File: src/rtl/method_initiator_08_if.sv
// ----------------------------------------------------------------------------
// method_initiator_08_if
//   Bundles the host request/response stream and the core's start/result/check
//   method ports used by method_initiator_08.
//   master : the initiator (drives req_ready, start_*, EN_*, rsp_*, busy)
//   slave  : the environment (host + core) on the other side
//   Signals:
//     req_valid/req_ready/req_a/req_b      host request stream
//     start_a/start_b/EN_start/RDY_start   core start(a,b) method
//     resresult/RDY_result                 core result method
//     EN_check/chresult/RDY_check          core check action/value
//     rsp_valid/rsp_ready/rsp_result/
//     rsp_check/rsp_timeout                host response stream
//     busy                                 initiator has work pending
// ----------------------------------------------------------------------------
interface method_initiator_08_if #(
    parameter int WIDTH = 12
);
    logic             req_valid;
    logic             req_ready;
    logic [WIDTH-1:0] req_a;
    logic [WIDTH-1:0] req_b;
    logic [WIDTH-1:0] start_a;
    logic [WIDTH-1:0] start_b;
    logic             EN_start;
    logic             RDY_start;
    logic [WIDTH-1:0] resresult;
    logic             RDY_result;
    logic             EN_check;
    logic [WIDTH-1:0] chresult;
    logic             RDY_check;
    logic             rsp_valid;
    logic             rsp_ready;
    logic [WIDTH-1:0] rsp_result;
    logic [WIDTH-1:0] rsp_check;
    logic             rsp_timeout;
    logic             busy;

    modport master (
        input  req_valid, req_a, req_b, RDY_start, resresult, RDY_result,
               chresult, RDY_check, rsp_ready,
        output req_ready, start_a, start_b, EN_start, EN_check,
               rsp_valid, rsp_result, rsp_check, rsp_timeout, busy
    );

    modport slave (
        output req_valid, req_a, req_b, RDY_start, resresult, RDY_result,
               chresult, RDY_check, rsp_ready,
        input  req_ready, start_a, start_b, EN_start, EN_check,
               rsp_valid, rsp_result, rsp_check, rsp_timeout, busy
    );
endinterface

File: src/rtl/method_initiator_08.sv
// ----------------------------------------------------------------------------
// method_initiator_08
//   Initiator for a start/result/check method core. Host operand pairs are
//   queued, issued one at a time with start(a,b), the result is captured, the
//   check action fires and its value is captured, and both are returned to
//   the host. Only one transaction is in flight at a time.
//
//   Ports:
//     CLK    clock, all state on the rising edge
//     RST_N  asynchronous active-low reset
//     bus    method_initiator_08_if.master (host stream + core methods)
//
//   Parameters:
//     WIDTH          operand/result/check width
//     FIFO_DEPTH     request queue depth (power of 2, >= 2)
//     TIMEOUT_CYCLES wait limit in WAIT_RES/CHECK (timeout build only)
//
//   Optional feature macro: INIT_TIMEOUT_EN
//     defined   : a 16-bit wait counter forces a response with rsp_timeout=1
//                 and zeroed data once it reaches TIMEOUT_CYCLES
//     undefined : the FSM waits forever and rsp_timeout is tied 0
// ----------------------------------------------------------------------------
module method_initiator_08 #(
    parameter int WIDTH          = 12,
    parameter int FIFO_DEPTH     = 4,
    parameter int TIMEOUT_CYCLES = 255
) (
    input  logic                    CLK,
    input  logic                    RST_N,
    method_initiator_08_if.master   bus
);
    localparam int AW = $clog2(FIFO_DEPTH);
    localparam logic [AW:0] FULL_CNT = (AW+1)'(FIFO_DEPTH);

    if ((FIFO_DEPTH < 2) || ((FIFO_DEPTH & (FIFO_DEPTH - 1)) != 0)) begin : g_bad_depth
        $error("FIFO_DEPTH must be a power of 2 and >= 2");
    end
    if ((TIMEOUT_CYCLES < 1) || (TIMEOUT_CYCLES > 65535)) begin : g_bad_timeout
        $error("TIMEOUT_CYCLES must fit the 16-bit wait counter");
    end

    typedef struct packed {
        logic [WIDTH-1:0] a;
        logic [WIDTH-1:0] b;
    } req_t;

    typedef enum logic [1:0] {
        ISSUE    = 2'd0,
        WAIT_RES = 2'd1,
        CHECK    = 2'd2,
        RESP     = 2'd3
    } state_t;

    state_t         state, state_nx;
    logic           rst_done;

    // ---------------- request queue ----------------
    req_t           mem [FIFO_DEPTH];
    logic [AW-1:0]  wr_ptr, rd_ptr;
    logic [AW:0]    count;
    logic           empty, push, pop;

    logic           en_start, en_check;
    logic           cap_res, cap_chk, tmo_fire, tmo_hit;
    logic [WIDTH-1:0] res_q, chk_q;

    assign empty         = (count == '0);
    // req_ready stays low until the first clock after reset release
    assign bus.req_ready = rst_done && (count != FULL_CNT);
    assign push          = bus.req_valid && bus.req_ready;
    assign pop           = en_start;

    always_ff @(posedge CLK or negedge RST_N) begin
        if (!RST_N) begin
            rst_done <= 1'b0;
        end else begin
            rst_done <= 1'b1;
        end
    end

    always_ff @(posedge CLK or negedge RST_N) begin
        if (!RST_N) begin
            wr_ptr <= '0;
            rd_ptr <= '0;
            count  <= '0;
        end else begin
            if (push) wr_ptr <= wr_ptr + 1'b1;
            if (pop)  rd_ptr <= rd_ptr + 1'b1;
            case ({push, pop})
                2'b10:   count <= count + 1'b1;
                2'b01:   count <= count - 1'b1;
                default: count <= count;
            endcase
        end
    end

    // Storage needs no reset: the head is masked while the queue is empty.
    always_ff @(posedge CLK) begin
        if (push) mem[wr_ptr] <= '{a: bus.req_a, b: bus.req_b};
    end

    assign bus.start_a = empty ? '0 : mem[rd_ptr].a;
    assign bus.start_b = empty ? '0 : mem[rd_ptr].b;

    // ---------------- FSM ----------------
    always_ff @(posedge CLK or negedge RST_N) begin
        if (!RST_N) begin
            state <= ISSUE;
        end else begin
            state <= state_nx;
        end
    end

    always_comb begin
        state_nx = state;
        en_start = 1'b0;
        en_check = 1'b0;
        cap_res  = 1'b0;
        cap_chk  = 1'b0;
        tmo_fire = 1'b0;
        case (state)
            ISSUE: begin
                en_start = !empty && bus.RDY_start;
                if (!empty && bus.RDY_start) state_nx = WAIT_RES;
            end
            WAIT_RES: begin
                // a real result wins over a simultaneous timeout
                if (bus.RDY_result) begin
                    cap_res  = 1'b1;
                    state_nx = CHECK;
                end else if (tmo_hit) begin
                    tmo_fire = 1'b1;
                    state_nx = RESP;
                end
            end
            CHECK: begin
                en_check = bus.RDY_check;
                if (bus.RDY_check) begin
                    cap_chk  = 1'b1;
                    state_nx = RESP;
                end else if (tmo_hit) begin
                    tmo_fire = 1'b1;
                    state_nx = RESP;
                end
            end
            RESP: begin
                if (bus.rsp_ready) state_nx = ISSUE;
            end
            default: state_nx = ISSUE;
        endcase
    end

    assign bus.EN_start = en_start;
    assign bus.EN_check = en_check;

    // ---------------- capture registers ----------------
    always_ff @(posedge CLK or negedge RST_N) begin
        if (!RST_N) begin
            res_q <= '0;
            chk_q <= '0;
        end else if (cap_res) begin
            res_q <= bus.resresult;
        end else if (cap_chk) begin
            chk_q <= bus.chresult;
        end else if (tmo_fire) begin
            res_q <= '0;
            chk_q <= '0;
        end
    end

`ifdef INIT_TIMEOUT_EN
    logic [15:0] tmo_cnt;
    logic        to_q;

    // Cleared on every state change, so it restarts on entry to WAIT_RES
    // and again on entry to CHECK.
    always_ff @(posedge CLK or negedge RST_N) begin
        if (!RST_N) begin
            tmo_cnt <= '0;
        end else if (state_nx != state) begin
            tmo_cnt <= '0;
        end else if ((state == WAIT_RES) || (state == CHECK)) begin
            tmo_cnt <= tmo_cnt + 1'b1;
        end
    end

    assign tmo_hit = (tmo_cnt == 16'(TIMEOUT_CYCLES));

    always_ff @(posedge CLK or negedge RST_N) begin
        if (!RST_N) begin
            to_q <= 1'b0;
        end else if (cap_res) begin
            to_q <= 1'b0;
        end else if (tmo_fire) begin
            to_q <= 1'b1;
        end
    end

    assign bus.rsp_timeout = (state == RESP) && to_q;
`else
    assign tmo_hit         = 1'b0;
    assign bus.rsp_timeout = 1'b0;
`endif

    // ---------------- host response ----------------
    assign bus.rsp_valid  = (state == RESP);
    // data is masked outside RESP so the response bus reads 0 when idle
    assign bus.rsp_result = (state == RESP) ? res_q : '0;
    assign bus.rsp_check  = (state == RESP) ? chk_q : '0;
    assign bus.busy       = (state != ISSUE) || !empty;

endmodule

File: src/flat_wrapper.sv
// flat-port wrapper written by rule: the top's interface ports become plain ports
module method_initiator_08_flat 
#(
    parameter int WIDTH          = 12,
    parameter int FIFO_DEPTH     = 4,
    parameter int TIMEOUT_CYCLES = 255
)
  (CLK, RST_N, bus_req_valid, bus_req_a, bus_req_b, bus_RDY_start, bus_resresult, bus_RDY_result, bus_chresult, bus_RDY_check, bus_rsp_ready, bus_req_ready, bus_start_a, bus_start_b, bus_EN_start, bus_EN_check, bus_rsp_valid, bus_rsp_result, bus_rsp_check, bus_rsp_timeout, bus_busy);
  method_initiator_08_if #(.WIDTH(WIDTH)) bus_i ();
  input  logic CLK;
  input  logic RST_N;
  input wire logic [$bits(bus_i.req_valid)-1:0] bus_req_valid;
  input wire logic [$bits(bus_i.req_a)-1:0] bus_req_a;
  input wire logic [$bits(bus_i.req_b)-1:0] bus_req_b;
  input wire logic [$bits(bus_i.RDY_start)-1:0] bus_RDY_start;
  input wire logic [$bits(bus_i.resresult)-1:0] bus_resresult;
  input wire logic [$bits(bus_i.RDY_result)-1:0] bus_RDY_result;
  input wire logic [$bits(bus_i.chresult)-1:0] bus_chresult;
  input wire logic [$bits(bus_i.RDY_check)-1:0] bus_RDY_check;
  input wire logic [$bits(bus_i.rsp_ready)-1:0] bus_rsp_ready;
  output wire logic [$bits(bus_i.req_ready)-1:0] bus_req_ready;
  output wire logic [$bits(bus_i.start_a)-1:0] bus_start_a;
  output wire logic [$bits(bus_i.start_b)-1:0] bus_start_b;
  output wire logic [$bits(bus_i.EN_start)-1:0] bus_EN_start;
  output wire logic [$bits(bus_i.EN_check)-1:0] bus_EN_check;
  output wire logic [$bits(bus_i.rsp_valid)-1:0] bus_rsp_valid;
  output wire logic [$bits(bus_i.rsp_result)-1:0] bus_rsp_result;
  output wire logic [$bits(bus_i.rsp_check)-1:0] bus_rsp_check;
  output wire logic [$bits(bus_i.rsp_timeout)-1:0] bus_rsp_timeout;
  output wire logic [$bits(bus_i.busy)-1:0] bus_busy;
  assign bus_i.req_valid = bus_req_valid;
  assign bus_i.req_a = bus_req_a;
  assign bus_i.req_b = bus_req_b;
  assign bus_i.RDY_start = bus_RDY_start;
  assign bus_i.resresult = bus_resresult;
  assign bus_i.RDY_result = bus_RDY_result;
  assign bus_i.chresult = bus_chresult;
  assign bus_i.RDY_check = bus_RDY_check;
  assign bus_i.rsp_ready = bus_rsp_ready;
  assign bus_req_ready = bus_i.req_ready;
  assign bus_start_a = bus_i.start_a;
  assign bus_start_b = bus_i.start_b;
  assign bus_EN_start = bus_i.EN_start;
  assign bus_EN_check = bus_i.EN_check;
  assign bus_rsp_valid = bus_i.rsp_valid;
  assign bus_rsp_result = bus_i.rsp_result;
  assign bus_rsp_check = bus_i.rsp_check;
  assign bus_rsp_timeout = bus_i.rsp_timeout;
  assign bus_busy = bus_i.busy;
  method_initiator_08 #(.WIDTH(WIDTH), .FIFO_DEPTH(FIFO_DEPTH), .TIMEOUT_CYCLES(TIMEOUT_CYCLES)) u_core (.CLK(CLK), .RST_N(RST_N), .bus(bus_i));
endmodule
File: config.mk
export PLATFORM = sky130hd
export DESIGN_NAME = method_initiator_08_flat
export DESIGN_NICKNAME = d
export VERILOG_FILES = /design/src/rtl/method_initiator_08_if.sv /design/src/rtl/method_initiator_08.sv /design/src/flat_wrapper.sv
export SDC_FILE = /design/constraint.sdc
export NUM_CORES = 1
export LEC_CHECK = 0
export BUFFER_PORTS_ARGS = -buffer_cell sky130_fd_sc_hd__buf_2
export CAP_MARGIN = 30
export CORE_MARGIN = 1
export CORE_UTILIZATION = 50
export CTS_CLUSTER_SIZE = 20
export DETAILED_ROUTE_END_ITERATION = 6
export PLACE_DENSITY = 0.73
export REMOVE_ABC_BUFFERS = 1
export SETUP_SLACK_MARGIN = 0.4
export SLEW_MARGIN = 5
export SYNTH_ARGS = -nofsm -noshare
export SYNTH_HDL_FRONTEND = slang
export SYNTH_SLANG_ARGS = --single-unit
File: constraint.sdc
create_clock -name CLK -period 2.2 [get_ports CLK]
set_input_delay 0.33 -clock CLK [delete_from_list [all_inputs] [get_ports CLK]]
set_output_delay 0.33 -clock CLK [all_outputs]
set_load 0.05 [all_outputs]
==> summary.txt <==
CTS tree -> yes
first-pass GRT wire length -> 19.7 mm
via count -> 3238
Critical Path RT -> 1.87 ns
layout cells sized above 1 -> 0.665
buffers added on ports -> 107
Die ar. -> 0.0111 mm2
GRT Total Usage -> 0.248
Core ar. -> 0.0104 mm2
Die W -> 106 um
Starting Density -> 0.517
Routed Antenna Nets -> 0
Hold Path Class -> in2reg
slowest cell delay on critical path -> 0.51 ns
diode count -> 0
htree depth -> 4
status -> finished, violations left
fmax -> 0.425 GHz
worst reg2reg path startpoint -> u_core.count[1]
final max-slew violation count -> 0
total CTS buffers -> 17
CTS sink count -> 130
Power Density -> 1710 mW/mm2
sequential-to-total area share from yosys stat -> 0.696
Worst EP arrival -> 2.02 ns
clk slew on worst S/H paths -> 0.06 ns
FF+latch count, synth -> 130
Post-synth EDFFs -> 96
die height -> 106 um
WP buf/inv -> 3
synth-to-layout area growth -> 49.9%
Cells after Synth -> 295
hold_sp -> bus_req_a[0]
cell chain of the critical path -> buf_4 > buf_16 > mux4_2 > nor2b_1 > buf_6
worst hold margin -> 0.0384 ns
largest net degree at the start of global routing -> 35
post-detail-place hpwl -> 6.13 mm
top_reg_cell synth -> edfxtp_1
Setup crit start kind -> flop
kind of end point of the critical path -> output pin
IO Pins -> 109
fin nets -> 524
initial antenna violation count -> 0
CP delay by family, top -> multiplexers
Setup Viol. Count Final -> 24
Avg Inst Size Synth -> 18.2 um2
Iter 0 DRT Violations -> 183
Tcrit/Tclk final -> 1.07
Setup crit start -> u_core.rd_ptr[0]
vias in the first global route -> 3577
RSZ-0062 raised after global routing -> true
dpl cell area -> 0.00608 mm2
Max-Slew Margin vs Limit -> 0.472
fraction of registers with async set/reset -> 0.262
Final WS setup -> -0.151 ns
CTS root buf -> clkbuf_8
critical path's slowest cell -> mux4_2
final std cell area, no fill -> 0.00804 mm2
Tmin final -> 2.35 ns
Max VDD drop -> 0.869 mV
DRC -> 0
Remaining Overflow, GRT -> 0
first-pass iteration count of the detailed router -> 4
vias per std cell -> 5.33
Leakage -> 3.25 nW
worst-path maximum fanout -> 6
final count of hold timing violations -> 0
MaxCap Viol Count -> 0
clock tree buffer depth -> 2
critical path class -> reg2out
FP Rows -> 37
Setup Skew -> 0.0112 ns
routability cong. -> 0.735
Post-Route WL -> 13.5 mm
Worst-Margin Slew -> 0.792 ns
failing checks -> negative setup slack
Ys Warns -> 0
WL/cell -> 22.3 um
Worst-Skew Late Latency -> 0.51 ns
Layout fillers -> 530
cell area after synthesis -> 0.00537 mm2
Synth cell types -> 29
## state kept, by name, indices dropped and copies added, names as in the netlist
name	count
u_core.mem	96
u_core.wr_ptr	2
u_core.rd_ptr	2
u_core.res_q	12
u_core.rst_done	1
u_core.count	3
u_core.state	2
u_core.chk_q	12
## timing repair
action	CTS	global route
setup endpoints to repair	68	165
hold endpoints to repair	34	0
setup buffers	27	4
gates cloned	7	1
pin swaps	14	6
resized for setup	213	64
hold buffers	1	0
## synthesized netlist by cell type (all sizes together), types with 2 or more instances
library cell	number	area [um2]
and2	28	176
and3	4	25.0
buf	9	66.3
clkbuf	4	15.0
conb	2	7.51
dfrtp	34	851
edfxtp	96	2880
ha	10	125
inv	13	48.8
mux2	26	297
mux4	24	541
nand2	4	17.5
nor2	3	11.3
nor2b	23	144
o22ai	2	12.5
xnor2	2	17.5
xor2	4	35.0
## cell type report
cell class / count / area (um2) / area share
clock inverter: 13 / 184 / 0.0229
clock buffer: 19 / 422 / 0.0524
tap: 136 / 170 / 0.0212
inverter: 13 / 61.3 / 0.00762
timing repair buffer: 157 / 1660 / 0.206
sequential: 130 / 3740 / 0.465
multi-input combinational: 139 / 1810 / 0.225
## power breakdown
part / total, mW / switching [mW] / internal, mW
Combinational: 7.38 / 3.81 / 3.56
Clock: 2.88 / 1.04 / 1.84
Sequential: 3.48 / 0.308 / 3.17
## routing by layer
layer / global-route usage / wire, um / vias to the layer above
li1: - / - / 1424
met1: 0.292 / 5350 / 1687
met2: 0.428 / 7360 / 101
met3: 0.0668 / 558 / 26
met4: 0.107 / 257 / 0
met5: 0 / 0 / -
## per-stage QoR
step	util	power, mW	cells	TNS [ns]	setup slack [ns]
after floorplan	-	6.91	282	-9.87	-0.495
after global placement	0.586	7.93	535	0	0.177
after detailed placement	0.586	8.02	535	0	0.0461
after CTS	0.747	13.0	602	-2.76	-0.139
after global routing	0.775	14.2	607	-4.15	-0.209
final	0.775	13.7	607	-2.73	-0.151
## final timing paths
check	endpoint	slack [ns]	depth (start not counted)
setup / recovery	bus_start_b[11]	-0.15	5
hold / removal	u_core.mem[0][12]	0.04	1
setup reg to reg	u_core.count[2]	0.07	11
hold reg to reg	u_core.chk_q[4]	0.51	1
max in group asynchronous	u_core.count[0]	1.17	2
min in group asynchronous	u_core.res_q[3]	0.48	2
## placed cells by master, fill, tap and decap left out, types with 3 or more instances in the layout
cell / count
bufinv_16: 4
inv_4: 3
clkbuf_16: 17
inv_2: 4
and2_4: 28
dfrtp_1: 29
buf_16: 5
edfxtp_1: 96
and3_1: 3
ha_1: 5
buf_8: 29
inv_1: 5
buf_4: 20
ha_4: 4
dfrtp_2: 5
mux2_2: 25
nor2b_4: 17
buf_2: 54
inv_6: 3
buf_12: 9
nor2b_1: 3
nor2b_2: 3
xor2_1: 3
mux4_2: 24
buf_6: 37
## logic make-up after synthesis
family                   after synthesis  synth area share
buffers and inverters                 26            0.0243
adder cells (fa/ha/maj)               11            0.0271
flip-flops                           130             0.696
other                                  2           0.00140
AO/OA/AOI/OAI                          4           0.00723
XOR/XNOR                               6           0.00979
multiplexers                          51             0.158
AND/OR/NAND/NOR                       65            0.0765
Power figures use the tool's default switching activity.
